`src/rtl/rhythm_pkg.sv`:
```
// Shared types, keycodes and sprite geometry for the rhythm-game playfield lanes.
package rhythm_pkg;

    typedef enum logic [1:0] {
        IDLE = 2'd0,
        RUN  = 2'd1,
        DONE = 2'd2
    } lane_state_t;

    localparam logic [7:0] KEY_SPACE   = 8'h2C;
    localparam logic [7:0] KEY_ESC_ACK = 8'h01;
    localparam logic [7:0] KEY_RIGHT   = 8'h4F;
    localparam logic [7:0] KEY_LEFT    = 8'h50;
    localparam logic [7:0] KEY_DOWN    = 8'h51;
    localparam logic [7:0] KEY_UP      = 8'h52;

    localparam int SCREEN_W = 640;
    localparam int SCREEN_H = 480;
    localparam int SPRITE_W = 40;
    localparam int SPRITE_H = 40;

    // Arrow drawn along a pointing axis: a 10-px-wide shaft plus a triangular head
    // whose tip sits at the far edge of the sprite.
    function automatic logic arrow_pixel(input int dir, input int row, input int col);
        int along;
        int across;
        int off;
        logic shaft;
        logic head;
        case (dir)
            0:       begin along = col;      across = row; end
            1:       begin along = 39 - col; across = row; end
            2:       begin along = 39 - row; across = col; end
            default: begin along = row;      across = col; end
        endcase
        off   = (2 * across >= 39) ? (2 * across - 39) : (39 - 2 * across);
        shaft = (along >= 4) && (along < 24) && (across >= 15) && (across < 25);
        head  = (along >= 20) && (off <= 2 * (39 - along) + 1);
        return shaft || head;
    endfunction

endpackage

```
`src/rtl/arrow_sprite.sv`:
```
// Constant 40x40 arrow mask ROM, row-major with pixel (row, col) at bit row*40+col.
module arrow_sprite
    import rhythm_pkg::*;
#(
    parameter int DIR = 0
) (
    output logic [SPRITE_W*SPRITE_H-1:0] mask
);

    for (genvar r = 0; r < SPRITE_H; r++) begin : g_row
        for (genvar c = 0; c < SPRITE_W; c++) begin : g_col
            assign mask[r*SPRITE_W + c] = arrow_pixel(DIR, r, c);
        end
    end

endmodule

```
`src/rtl/note_lane_dropper.sv`:
```
// One playfield lane: spawns falling notes, grades key presses, counts hits/misses.
// Optional PERFECT_GRADE_EN adds a perfect-hit pulse and counter.
//
// state | meaning
// IDLE  | waiting for space to start, counts held
// RUN   | spawning, moving and grading notes
// DONE  | all notes resolved, waiting for ack key
module note_lane_dropper
    import rhythm_pkg::*;
#(
    parameter int         X_POS       = 500,
    parameter int         Y_START     = 100,
    parameter int         NOTE_H      = 40,
    parameter int         Y_HIT_TOP   = 340,
    parameter int         Y_MAX       = 400,
    parameter int         SPEED       = 1,
    parameter int         START_DELAY = 760,
    parameter int         NOTE_GAP    = 120,
    parameter int         NUM_NOTES   = 4,
    parameter logic [7:0] LANE_KEY    = KEY_RIGHT,
    parameter int         DIR         = 0
) (
    input  logic                      frame_clk,
    input  logic                      Reset,
    input  logic [7:0]                keycode,
    input  logic [7:0]                keycode_second,
    output logic [9:0]                lane_x,
    output logic [NUM_NOTES*10-1:0]   note_y,
    output logic [NUM_NOTES-1:0]      note_active,
    output logic [1599:0]             arrow_mask,
    output logic                      hit_pulse,
    output logic                      miss_pulse,
    output logic [7:0]                hit_count,
    output logic [7:0]                miss_count,
`ifdef PERFECT_GRADE_EN
    output logic                      perfect_pulse,
    output logic [7:0]                perfect_count,
`endif
    output logic                      lane_done
);

    lane_state_t                  state;
    logic [NUM_NOTES-1:0]         active_q;
    logic [NUM_NOTES-1:0][9:0]    y_q;
    logic [15:0]                  spawn_timer;
    logic [3:0]                   spawn_idx;
    logic                         key_prev;

    logic                         key_now;
    logic                         press;
    logic                         start_key;
    logic [NUM_NOTES-1:0]         oldest_sel;
    logic [9:0]                   oldest_y;
    logic [10:0]                  oldest_bottom;
    logic                         do_miss;
    logic                         do_hit;
    logic                         spawn_now;
    logic                         all_done;
    logic                         start_run;
    logic                         run_grade;

    arrow_sprite #(.DIR(DIR)) u_sprite (.mask(arrow_mask));

    assign lane_x      = 10'(X_POS);
    assign note_y      = y_q;
    assign note_active = active_q;
    assign lane_done   = (state == DONE);

    assign key_now   = (keycode == LANE_KEY) || (keycode_second == LANE_KEY);
    assign press     = key_now && !key_prev;
    assign start_key = (keycode == KEY_SPACE) || (keycode_second == KEY_SPACE);

    // Lowest-index active slot is the oldest note; only it is graded.
    always_comb begin
        oldest_sel = '0;
        oldest_y   = '0;
        for (int i = NUM_NOTES - 1; i >= 0; i--) begin
            if (active_q[i]) begin
                oldest_sel    = '0;
                oldest_sel[i] = 1'b1;
                oldest_y      = y_q[i];
            end
        end
    end

    assign oldest_bottom = {1'b0, oldest_y} + 11'(NOTE_H);
    assign do_miss   = (|active_q) && (oldest_bottom >= 11'(Y_MAX));
    assign do_hit    = (|active_q) && !do_miss && press && (oldest_bottom >= 11'(Y_HIT_TOP));
    assign spawn_now = (spawn_timer == '0) && (spawn_idx < 4'(NUM_NOTES));
    assign all_done  = (spawn_idx == 4'(NUM_NOTES)) && !(|active_q);
    assign start_run = (state == IDLE) && start_key;
    assign run_grade = (state == RUN) && !all_done;

    always_ff @(posedge frame_clk) begin
        if (Reset) begin
            state       <= IDLE;
            active_q    <= '0;
            y_q         <= '0;
            spawn_timer <= '0;
            spawn_idx   <= '0;
            key_prev    <= 1'b0;
            hit_pulse   <= 1'b0;
            miss_pulse  <= 1'b0;
            hit_count   <= '0;
            miss_count  <= '0;
        end else begin
            key_prev   <= key_now;
            hit_pulse  <= run_grade && do_hit;
            miss_pulse <= run_grade && do_miss;
            case (state)
                IDLE: begin
                    if (start_key) begin
                        state       <= RUN;
                        active_q    <= '0;
                        y_q         <= '0;
                        spawn_timer <= 16'(START_DELAY);
                        spawn_idx   <= '0;
                        hit_count   <= '0;
                        miss_count  <= '0;
                    end
                end
                RUN: begin
                    if (all_done) begin
                        state <= DONE;
                    end else begin
                        if (do_miss && miss_count != 8'hFF)
                            miss_count <= miss_count + 8'd1;
                        if (do_hit && hit_count != 8'hFF)
                            hit_count <= hit_count + 8'd1;
                        for (int i = 0; i < NUM_NOTES; i++) begin
                            if ((do_miss || do_hit) && oldest_sel[i]) begin
                                active_q[i] <= 1'b0;
                                y_q[i]      <= '0;
                            end else if (active_q[i]) begin
                                y_q[i] <= y_q[i] + 10'(SPEED);
                            end else if (spawn_now && spawn_idx == 4'(i)) begin
                                active_q[i] <= 1'b1;
                                y_q[i]      <= 10'(Y_START);
                            end
                        end
                        // Down-counter reloads with GAP-1 so spawns land exactly GAP frames apart.
                        if (spawn_now) begin
                            spawn_timer <= 16'(NOTE_GAP - 1);
                            spawn_idx   <= spawn_idx + 4'd1;
                        end else if (spawn_timer != '0) begin
                            spawn_timer <= spawn_timer - 16'd1;
                        end
                    end
                end
                DONE: begin
                    if (keycode == KEY_ESC_ACK)
                        state <= IDLE;
                end
                default: state <= IDLE;
            endcase
        end
    end

`ifdef PERFECT_GRADE_EN
    logic perfect_now;

    assign perfect_now = do_hit && (oldest_bottom >= 11'(Y_HIT_TOP + 20))
                                && (oldest_bottom < 11'(Y_HIT_TOP + 40));

    always_ff @(posedge frame_clk) begin
        if (Reset) begin
            perfect_pulse <= 1'b0;
            perfect_count <= '0;
        end else begin
            perfect_pulse <= run_grade && perfect_now;
            if (start_run)
                perfect_count <= '0;
            else if (run_grade && perfect_now && perfect_count != 8'hFF)
                perfect_count <= perfect_count + 8'd1;
        end
    end
`endif

endmodule

```
`config.mk`:
```
export PLATFORM = sky130hd
export DESIGN_NAME = note_lane_dropper
export DESIGN_NICKNAME = d
export VERILOG_FILES = /design/src/rtl/rhythm_pkg.sv /design/src/rtl/arrow_sprite.sv /design/src/rtl/note_lane_dropper.sv
export SDC_FILE = /design/constraint.sdc
export NUM_CORES = 1
export LEC_CHECK = 0
export ABC_AREA = 1
export ABC_CLOCK_PERIOD_IN_PS = 2900
export BUFFER_PORTS_ARGS = -buffer_cell sky130_fd_sc_hd__buf_2
export CAP_MARGIN = 25
export CORE_AREA = 2 2 663 665
export DETAILED_ROUTE_END_ITERATION = 10
export DIE_AREA = 0 0 665 667
export GPL_ROUTABILITY_DRIVEN = 1
export PLACE_DENSITY_LB_ADDON = 0.08
export SLEW_MARGIN = 15
export SYNTH_ARGS = -nofsm -noshare
export SYNTH_HDL_FRONTEND = slang
export SYNTH_SLANG_ARGS = --single-unit
```
`constraint.sdc`:
```
create_clock -name frame_clk -period 2.9 [get_ports frame_clk]
set_input_delay 0 -clock frame_clk [delete_from_list [all_inputs] [get_ports frame_clk]]
set_output_delay 0 -clock frame_clk [all_outputs]
set_load 0.05 [all_outputs]
```
==> results by group, run 1 <==
Final layout
  • Layout cells sized above 1: 0.113
  • Post-route cell area: just over 0.02 mm²
  • Layout area overhead: 17.0%
  • Nets: 2687
  • Diodes inserted: 0

Global route
  • Global-route congestion overflow total: 0
  • Vias in the first global route: 8073
  • First-pass GRT wire length: just over 80000 µm
  • Largest net degree at the start of global routing: 29
  • Overall Global Routing Usage: 0.0278
  • Antenna violations before repair: 1

Synth
  • Flops & latches, synth: 85
  • Area contributors post-synth: buf_4, dfxtp_1, nand2_1
  • Post-Synthesis Cell Area: about 0.017 mm²
  • Syn avg cell area: about 7.1 µm²
  • EDFF count, synth: 0
  • Synth Warn #: 0
  • Asr flop ratio synth: 0
  • Yosys cell types: between 40 and 50
  • Mapped Cells: about 2500
  • Synth Flop Type: dfxtp_1
  • Register area share after synthesis: 0.0973
  • Yosys top cell area share: 0.693
  • Dominant cell type by area after synthesis: buf_4

Floorplanning
  • Ports: about 1700
  • Die height: between 600 and 700 µm
  • Rows: 243
  • Initial Util: 0.0401
  • Die X-Extent: 665 µm
  • Die area: between 0.4 and 0.5 mm²
  • Core area: roughly 0.44 mm²

STA
  • Rel. slew slack: 0.529
  • RSZ-0062 raised after global routing: yes
  • # setup viols final: 0
  • Setup TNS Final: 0 ns
  • Final period utilization: 0.934
  • Final Worst Setup Slack: 0.192 ns
  • Clk_skew: approximately 0.019 ns
  • Fin. max-slew vios: 0
  • FMAX: 369 MHz
  • Worst Tran Pin Value: ~0.7 ns
  • Hold Slack: about 0.017 ns
  • Tmin final: approximately 2.7 ns
  • Hold Fails Final Rpt: 0

Drt
  • Vias per Instance: 1.21
  • ANT nets after route: 0
  • First DRT Iteration DRCs: about 280
  • # DRC: 0
  • Wire length per cell: around 8.2 µm
  • Via count: a little over 10000
  • Drt first pass iters: 8
  • Drt total wl: 68700 µm

Power
  • Power per Cell Area: about 370 mW/mm²
  • Overall power: 7.48 mW
  • Total leakage power: approximately 8.6 nW
  • Maximum vdd drop: 0.000220 V

Clock network
  • CTS H-Tree Depth: 3
  • Reg clk slew, reported paths: 0.09 ns
  • TritonCTS clock tree: done
  • CTS max path bufs: 2
  • Latest clock arrival within the worst-skew pair: 0.42 ns
  • Clk root buf: clkbuf_16
  • Clock buffer count from CTS: 9
  • CTS Sinks: 85

Critical path
  • Crit path largest cell delay: roughly 0.35 ns
  • CP required: around 3.3 ns
  • CP max FO: 6
  • Worst path cell trace: buf_12 > nor2_8 > nand3_1 > nand3_2 > inv_1 > ha_1 > inv_1 > nand2_1 > buf_4 > nor3_2 > nand3_2 > nor2_4 > nor2_4 > nand2_4 > nand2_8 > o21ai_1 > nand2_1 > buf_12 > nor2_1
  • Startpoint types: register
  • Worst Path Buf+Inv: 5
  • CP delay by family, top: simple AND/OR/NAND/NOR gates
  • Setup crit end kind: register
  • Kind of critical path: register to register
  • Worst EP arrival: approximately 3 ns
  • Crit-path slowest cell: dfxtp_2

Placed design
  • Dpl ws: -0.229 ns
  • Port Buf Inserts: 80
  • Placed inst area: between 0.015 and 0.02 mm²
  • DPL Wire Length: 61700 µm
  • GP Congestion: 0.619

Outcome
  • Status: finished, final reports clean

Min path
  • Hold Path Class: primary input to register

Run
  • MaxCap Viol Count: 0
==> state kept, by name, indices dropped and copies added, names as in the netlist <==
name         cells
note_y          40
key_prev         1
note_active      4
state            2
spawn_idx        4
hit_count        8
miss_pulse       1
miss_count       8
hit_pulse        1
spawn_timer     16
==> final cells by class <==
type | instances | area, µm²
fill | 52100 | 416000
multi-input combinational | 2240 | 9390
tap | 5757 | 7200
sequential | 85 | 1710
timing repair buffer | 211 | 1460
inverter | 108 | 405
clock buffer | 10 | 229
clock inverter | 6 | 71.3
==> what timing repair did <==
item	CTS	global route
cloned	1	1
resized for setup	14	39
pin swaps	3	8
setup endpoints to repair	60	71
endpoints found under the hold margin	1	0
hold buffers	3	0
setup buffers	1	1
==> cell families (layout without fill, tap and decap cells) <==
| family | after synthesis | count (layout) | synth area share |
|---|---|---|---|
| xor+xnor | 27 | 27 | 0.0135 |
| compound gates | 141 | 141 | 0.0422 |
| buf+inv | 1742 | 335 | 0.721 |
| fa+ha+maj | 14 | 14 | 0.0100 |
| simple gates | 448 | 448 | 0.116 |
| flops | 85 | 85 | 0.0973 |
| other cells | 2 | 1610 | 0.000429 |
==> per-layer routing <==
metal	routed length, µm	track usage	part of all wire
met3	8130	0.0139	0.12
met1	22600	0.0274	0.33
met4	485	0.00511	0.0071
met5	0	0	0
met2	37500	0.0519	0.55
==> through the flow <==
step | util | std cells
global route | 0.0469 | 8417
global placement | 0.0456 | 8394
finish | 0.0469 | 8417
detailed placement | 0.0456 | 8394
CTS | 0.0465 | 8415
floorplan | - | 4067
==> path summary, 6_finish.rpt <==
kind                   startpoint              end  slack [ns]  cells after the start
setup / recovery   note_active[1]        note_y[9]        0.19                     19
hold / removal              Reset    miss_count[6]        0.02                      4
setup reg to reg   note_active[1]        note_y[9]        0.19                     19
hold reg to reg   spawn_timer[13]  spawn_timer[13]        0.49                      2
==> report_power, final <==
part | internal, mW | total [mW] | switching, mW
sequential | 1.18 | 1.18 | 0.00861
combinational | 0.0945 | 4.90 | 4.81
clock | 0.677 | 1.39 | 0.716
==> cell usage after synthesis (all sizes together) (2+ instances only) <==
cell type	n
nor3	20
clkbuf	12
or2	4
nor3b	2
ha	14
buf	1622
nand3b	4
inv	107
a31oi	4
nor2	100
xor2	23
xnor2	4
a211oi	4
conb	2
nand3	104
nand4	8
dfxtp	85
nand2	199
nor4	6
a21oi	83
o21ai	46
==> cell usage in the layout, fill, tap and decap left out, types with 9 or more instances in the layout <==
cell type / instances
dfxtp_1: 81
buf_4: 120
nor3_1: 18
nand3_2: 10
xor2_1: 23
clkbuf_16: 9
nand3_1: 94
conb_1: 1610
nand2_2: 14
nand2_1: 177
inv_1: 96
inv_2: 11
buf_2: 80
nor2_1: 89
ha_1: 13
a21oi_2: 9
a21oi_1: 74
o21ai_0: 40
==> worst min-delay path, stage by stage <==
cell and delay, ns:
buf_2 0.10, inv_2 0.14, nand2_1 0.11, a21oi_1 0.04
No activity file was read; power rests on OpenSTA's default activity.
==> inputs of run 2 (changes only) <==
--- a/config.mk
+++ b/config.mk
@@ -10,6 +10,7 @@
 export BUFFER_PORTS_ARGS = -buffer_cell sky130_fd_sc_hd__buf_2
 export CAP_MARGIN = 25
 export CORE_AREA = 2 2 663 665
+export CTS_BUF_LIST = sky130_fd_sc_hd__clkbuf_16
 export DETAILED_ROUTE_END_ITERATION = 10
 export DIE_AREA = 0 0 665 667
 export GPL_ROUTABILITY_DRIVEN = 1
==> run 2 against run 1 <==
Global-route usage unchanged. Critical path type unchanged. Register-to-register slack is essentially flat. Clock power barely moved. Die area stayed put. Sequential share of layout area is the same. First-iteration DRC count unchanged. Critical path depth unchanged.
==> results by group, run 2 (same netlist as run 1, synthesis figures left out) <==
Critical path
  • R2r endpoint: note_y[9]
  • Critical Path Sink: note_y[9]
  • Flop-to-flop setup slack: 0.19 ns (about the same)
  • Startpoint types: register
  • Reg2Reg Depth: 19 (unchanged)
  • Crit-path slowest cell: dfxtp_2
  • RR Startpoint: note_active[1]
  • Kind of critical path: register to register
  • Critical Path Start: note_active[1]
  • Worst path cell trace: buf_12 > nor2_8 > nand3_1 > nand3_2 > inv_1 > ha_1 > inv_1 > nand2_1 > buf_4 > nor3_2 > nand3_2 > nor2_4 > nor2_4 > nand2_4 > nand2_8 > o21ai_1 > nand2_1 > buf_12 > nor2_1
  • Setup crit end kind: register
  • Crit path largest cell delay: 0.35 ns (about the same)
  • CP max FO: 6 (unchanged)
  • Worst EP arrival: 3.06 ns (about the same)
  • CP required: 3.25 ns (about the same)

Drt
  • Wire length per cell: 8.16 µm (unchanged)
  • First DRT Iteration DRCs: 278 (unchanged)
  • Drt total wl: 68700 µm (unchanged)
  • Vias per Instance: 1.21 (unchanged)
  • Via count: 10200 (unchanged)
  • Drt first pass iters: 8 (unchanged)
  • # DRC: 0 (unchanged)
  • ANT nets after route: 0 (unchanged)

Placed design
  • Port Buf Inserts: 80 (unchanged)
  • DP Cell Count: 8394 (unchanged)
  • DPL Wire Length: 61700 µm (unchanged)
  • Placed inst area: 0.0199 mm² (unchanged)
  • GP Congestion: 0.619 (unchanged)
  • Dpl ws: -0.229 ns (unchanged)

STA
  • Rel. slew slack: 0.529 (unchanged)
  • RSZ-0062 raised after global routing: yes
  • Hold Fails Final Rpt: 0 (unchanged)
  • Fin. max-slew vios: 0 (unchanged)
  • Tmin final: 2.71 ns (unchanged)
  • # setup viols final: 0 (unchanged)
  • Final Worst Setup Slack: 0.192 ns (unchanged)
  • Setup TNS Final: 0 ns (unchanged)
  • Final period utilization: 0.934 (unchanged)
  • Clk_skew: 0.0194 ns (+0.000218 ns)
  • Worst Tran Pin Value: 0.702 ns (unchanged)
  • FMAX: 369 MHz (unchanged)

Global route
  • Antenna violations before repair: 1 (unchanged)
  • Global-route congestion overflow total: 0 (unchanged)
  • Overall Global Routing Usage: 0.0278 (unchanged)
  • First-pass GRT wire length: 81000 µm (unchanged)
  • Largest net degree at the start of global routing: 29 (unchanged)
  • Vias in the first global route: 8073 (unchanged)

Outcome
  • Status: finished, final reports clean

Floorplanning
  • Core area: 0.437 mm² (unchanged)
  • Die area: 0.444 mm² (unchanged)
  • Ports: 1691 (unchanged)
  • Die X-Extent: 665 µm (unchanged)
  • Initial Util: 0.0401 (unchanged)
  • Rows: 243 (unchanged)
  • Die height: 667 µm (unchanged)

Clock network
  • Latest clock arrival within the worst-skew pair: 0.42 ns (about the same)
  • CTS max path bufs: 2 (unchanged)
  • Reg clk slew, reported paths: 0.09 ns (about the same)
  • CTS H-Tree Depth: 3 (unchanged)
  • CTS Sinks: 85 (unchanged)
  • TritonCTS clock tree: done
  • Clk root buf: clkbuf_16
  • Clock buffer count from CTS: 9 (unchanged)

Final layout
  • Layout cells sized above 1: 0.113 (unchanged)
  • Most frequent cells in the layout: conb_1, nand2_1, buf_4
  • Largest register FFs: 40 (unchanged)
  • Post-route cell area: 0.0205 mm² (unchanged)
  • Non-filler instance count after layout: 8417 (unchanged)
  • Nets: 2687 (unchanged)
  • Commonest non-fill, non-tap cell in the layout: conb_1
  • Diodes inserted: 0 (unchanged)
  • Filler instances: 52100 (unchanged)
  • Layout area overhead: 17.0% (unchanged)

Power
  • Internal cell power: 1.94 mW (-0.18%)
  • Total leakage power: 8.63 nW (about the same)
  • Switching Share: 0.740 (about the same)
  • Gate power share: 0.656 (about the same)
  • Sw Pwr: 5.53 mW (about the same)
  • Power per Cell Area: 365 mW/mm² (about the same)
  • Overall power: 7.48 mW (about the same)
  • Maximum vdd drop: 0.000220 V (unchanged)
  • Seq pwr share: 0.158 (about the same)
  • Clock power frac: 0.186 (about the same)

Run
  • MaxCap Viol Count: 0 (unchanged)

Min path
  • Hold Path Class: primary input to register
-- run 2: repair_timing --
item / in CTS / in global routing
endpoints found under the hold margin: 1 / 0
cloned: 1 / 1
pin swaps: 3 / 8
endpoints found under the setup margin: 60 / 71
setup buffers: 1 / 1
gates resized for setup: 14 / 39
hold buffers: 3 / 0
-- run 2: power groups by stage --
stage               Clock, mW  Combinational (mW)  Sequential (mW)
floorplan                   0                6.32             1.23
global placement            0                4.80             1.21
detailed placement          0                4.79             1.21
CTS                      1.56                4.80             1.19
global route             1.55                5.05             1.19
finish                   1.39                4.90             1.18
-- run 2: through the flow --
step	hold WS, ns	utilization
2_1_floorplan	0.188	-
3_3_place_gp	0.371	0.0456
3_5_place_dp	0.376	0.0456
4_1_cts	0.00952	0.0465
5_1_grt	0.0359	0.0469
6_report	0.0173	0.0469
-- run 2: critical path, delay by kind of cell (launching register included) --
kind	cells	cell delay (ns)
AOI/OAI and AO/OA	1	0.14
DFF	1	0.35
adders and majority gates	1	0.30
and+or+nand+nor	12	1.27
buffers and inverters	5	0.56
-- run 2: how the worst min path moves through the flow --
stage / slack, ns / endpoint / cells past startpoint / startpoint
6_report: 0.02 / miss_count[6] / 4 / Reset
3_5_place_dp: 0.38 / key_prev / 3 / keycode[1]
5_1_grt: 0.04 / miss_count[6] / 4 / Reset
2_1_floorplan: 0.19 / key_prev / 2 / keycode[1]
3_3_place_gp: 0.37 / key_prev / 3 / keycode[1]
4_1_cts: 0.01 / miss_count[6] / 4 / Reset
-- run 2: area by class of cell --
class	count	area, µm²	share of cell area
clock buffers	9	225	0.0110
clock inverters	7	75.1	0.00367
inverters	108	405	0.0198
multi-input cells	2240	9390	0.459
flip-flops and latches	85	1710	0.0834
well taps	5757	7200	0.352
repair buffers	211	1460	0.0712
-- run 2: layer usage --
layer,routed length (µm),GRT usage,up-vias,part of all wire
met1,22600,0.0274,4683,0.33
met2,37500,0.0519,747,0.55
met4,485,0.00511,0,0.0071
li1,-,-,4770,-
met3,8130,0.0139,12,0.12
met5,0,0,-,0
==> inputs of run 3 (changes only) <==
--- a/config.mk
+++ b/config.mk
@@ -5,7 +5,6 @@
 export SDC_FILE = /design/constraint.sdc
 export NUM_CORES = 1
 export LEC_CHECK = 0
-export ABC_AREA = 1
 export ABC_CLOCK_PERIOD_IN_PS = 2900
 export BUFFER_PORTS_ARGS = -buffer_cell sky130_fd_sc_hd__buf_2
 export CAP_MARGIN = 25
==> run 3 against run 2 <==
The run now ends with negative setup slack left. Maximum frequency down 17%. Design area rose by 7.6%. Setup slack got worse by 0.56 ns. Worst hold slack better by 0.092 ns. First-iteration DRC count is 8.6% lower. Global-route usage grew 0.26 points. Via count up 1.8%. Routed wire length rose by 8.2%. Clock skew increased by 0.0033 ns. Sequential cell count unchanged. Sequential power barely moved.
==> results by group, run 3 <==
Synth
  • Syn avg cell area: 7.66 µm² (+7.7%)
  • Area contributors post-synth: buf_4, dfxtp_1, nor2_1
  • Asr flop ratio synth: 0 (unchanged)
  • Register area share after synthesis: 0.0974 (+0.000167)
  • Most common cell in the synthesized netlist: buf_4
  • Post-Synthesis Cell Area: 0.0175 mm² (-0.17%)
  • Yosys cell types: 89 (+110%)
  • Dominant cell type by area after synthesis: buf_4
  • Flops & latches, synth: 85 (unchanged)
  • Mapped Cells: 2280 (-7.3%)
  • Synth Warn #: 0 (unchanged)
  • Top cells by count, synth: buf_4, dfxtp_1, nor2_1
  • Yosys top cell area share: 0.694 (+0.000762)
  • Synth Flop Type: dfxtp_1
  • EDFF count, synth: 0 (unchanged)

STA
  • Fin. max-slew vios: 0 (unchanged)
  • # setup viols final: 60 (+60)
  • Clk_skew: 0.0227 ns (+0.00333 ns)
  • Worst Tran Pin Value: 0.668 ns (-0.0332 ns)
  • Final period utilization: 1.13 (+0.194)
  • Final Worst Setup Slack: -0.372 ns (-0.563 ns)
  • Hold Slack: 0.110 ns (+0.0922 ns)
  • RSZ-0062 raised after global routing: yes
  • Tmin final: 3.27 ns (+0.563 ns)
  • FMAX: 306 MHz (-17%)
  • Hold Fails Final Rpt: 0 (unchanged)
  • Rel. slew slack: 0.553 (+0.0241)
  • Setup TNS Final: -14.27 ns (-14.27 ns)

Floorplanning
  • Die height: 667 µm (unchanged)
  • Core area: 0.437 mm² (unchanged)
  • Die area: 0.444 mm² (unchanged)
  • Die X-Extent: 665 µm (unchanged)
  • Initial Util: 0.0400 (-0.0000688)
  • Ports: 1691 (unchanged)
  • Rows: 243 (unchanged)

Global route
  • Global-route congestion overflow total: 0 (unchanged)
  • Antenna violations before repair: 9 (+8)
  • Largest net degree at the start of global routing: 21 (-28%)
  • Overall Global Routing Usage: 0.0304 (+0.00260)
  • First-pass GRT wire length: 88700 µm (+9.5%)
  • Vias in the first global route: 8505 (+5.4%)

Critical path
  • CP max FO: 8 (+2)
  • CP required: 3.26 ns (about the same)
  • Startpoint types: register
  • Setup crit end kind: register
  • Worst EP arrival: 3.63 ns (+0.57 ns)
  • Kind of critical path: register to register

Placed design
  • Port Buf Inserts: 80 (unchanged)
  • Dpl ws: -0.802 ns (-0.573 ns)
  • GP Congestion: 0.613 (-1.0%)
  • Placed inst area: 0.0206 mm² (+3.4%)
  • DPL Wire Length: 67000 µm (+8.6%)

Power
  • Total leakage power: 9.10 nW (+5.5%)
  • Maximum vdd drop: 0.000294 V (+34%)
  • Overall power: 7.60 mW (+1.6%)
  • Power per Cell Area: 345 mW/mm² (-5.5%)

Run
  • MaxCap Viol Count: 0 (unchanged)

Final layout
  • Nets: 2605 (-3.1%)
  • Commonest non-fill, non-tap cell in the layout: conb_1
  • Largest register FFs: 40 (unchanged)
  • Most frequent cells in the layout: conb_1, buf_4, buf_2
  • Layout cells sized above 1: 0.183 (+0.0707)
  • Layout area overhead: 26.0%
  • Post-route cell area: 0.0220 mm² (+7.6%)

Drt
  • Drt first pass iters: 4 (-4)
  • Drt total wl: 74300 µm (+8.2%)
  • Vias per Instance: 1.25 (+2.8%)
  • ANT nets after route: 0 (unchanged)
  • Wire length per cell: 8.91 µm (+9.2%)
  • Via count: 10400 (+1.8%)
  • # DRC: 0 (unchanged)
  • First DRT Iteration DRCs: 254 (-8.6%)

Clock network
  • Latest clock arrival within the worst-skew pair: 0.42 ns (about the same)
  • TritonCTS clock tree: done
  • CTS H-Tree Depth: 3 (unchanged)
  • Reg clk slew, reported paths: 0.09 ns (about the same)
  • Clock buffer count from CTS: 9 (unchanged)
  • CTS Sinks: 85 (unchanged)
  • Clk root buf: clkbuf_16
  • CTS max path bufs: 2 (unchanged)

Outcome
  • Failing checks: negative setup slack
  • Status: complete, but fails checks

Min path
  • Hold Path Class: primary input to register
## run 3: cell types whose count changed after synthesis, moves of 10 or more
cell / delta
a21oi_1: -37
nand2_1: -142
nor2_1: -16
xor2_1: -18
nand2_2: -13
inv_1: -78
and3_1: +15
nand2b_1: +10
nand3_1: -71
## run 3: repair_timing
item                                    4_1_cts  5_1_grt
hold buffers                                  1        0
buffers inserted                             32       19
cloned                                        3        0
endpoints found under the setup margin       81       74
pin swaps                                    75       43
resized for setup                           122       53
endpoints found under the hold margin         4        0
## run 3: final cells by class
type / count / area (µm²)
fill: 52100 / 415000
multi-input combinational: 2135 / 10100
tap: 5757 / 7200
timing repair buffer: 319 / 2590
sequential: 85 / 1730
clock buffer: 9 / 225
clock inverter: 7 / 97.6
inverter: 23 / 93.8
antenna: 3 / 7.51
## run 3: power breakdown
group	internal [mW]	total (mW)	switching, mW	leakage (nW)
logic	0.126	4.93	4.81	8.25
registers	1.17	1.18	0.00631	0.692
clock network	0.763	1.49	0.727	0.154
## run 3: per-layer routing
metal  up-vias  part of all wire  wire (µm)  track usage
met3        14              0.12       9040       0.0159
met2       763              0.52      39000       0.0547
met5         -                 0          0            0
met4         0            0.0042        313      0.00319
li1       4734                 -          -            -
met1      4884              0.35      26000       0.0322
## run 3: through the flow
| step | instances | util |
|---|---|---|
| 3_3_place_gp | 8279 | 0.0471 |
| 6_report | 8338 | 0.0504 |
| 3_5_place_dp | 8279 | 0.0471 |
| 4_1_cts | 8324 | 0.0497 |
| 5_1_grt | 8337 | 0.0504 |
| 2_1_floorplan | 3888 | - |
## run 3: logic make-up after synthesis
family                     Yosys count  synth area share
AOI/OAI and AO/OA                  198            0.0826
DFF                                 85            0.0974
adders and majority gates           14            0.0100
other                                2          0.000430
buffers and inverters             1669             0.710
and+or+nand+nor                    293            0.0900
muxes                                4           0.00236
xor gates and xnor gates            15           0.00752
## run 3: final timing paths
kind,startpoint,endpoint,slack [ns],cells after the start
worst max-delay path,note_active[2],hit_count[5],-0.37,14
worst min-delay path,keycode_second[1],state[1],0.11,5
worst max register to register,note_active[2],hit_count[5],-0.37,14
worst min register to register,spawn_timer[9],spawn_timer[9],0.49,2
## run 3: worst max-delay path, stage by stage (launching register included)
cell and delay (ns):
dfxtp_4 0.36, buf_6 0.11, nand3b_1 0.29, a311oi_4 0.35
buf_6 0.16, buf_12 0.12, a21oi_4 0.04, buf_6 0.11
a21o_1 0.17, o32ai_2 0.28, and2_4 0.23, buf_12 0.15
a31oi_4 0.13, or4_4 0.55, a21oi_2 0.12
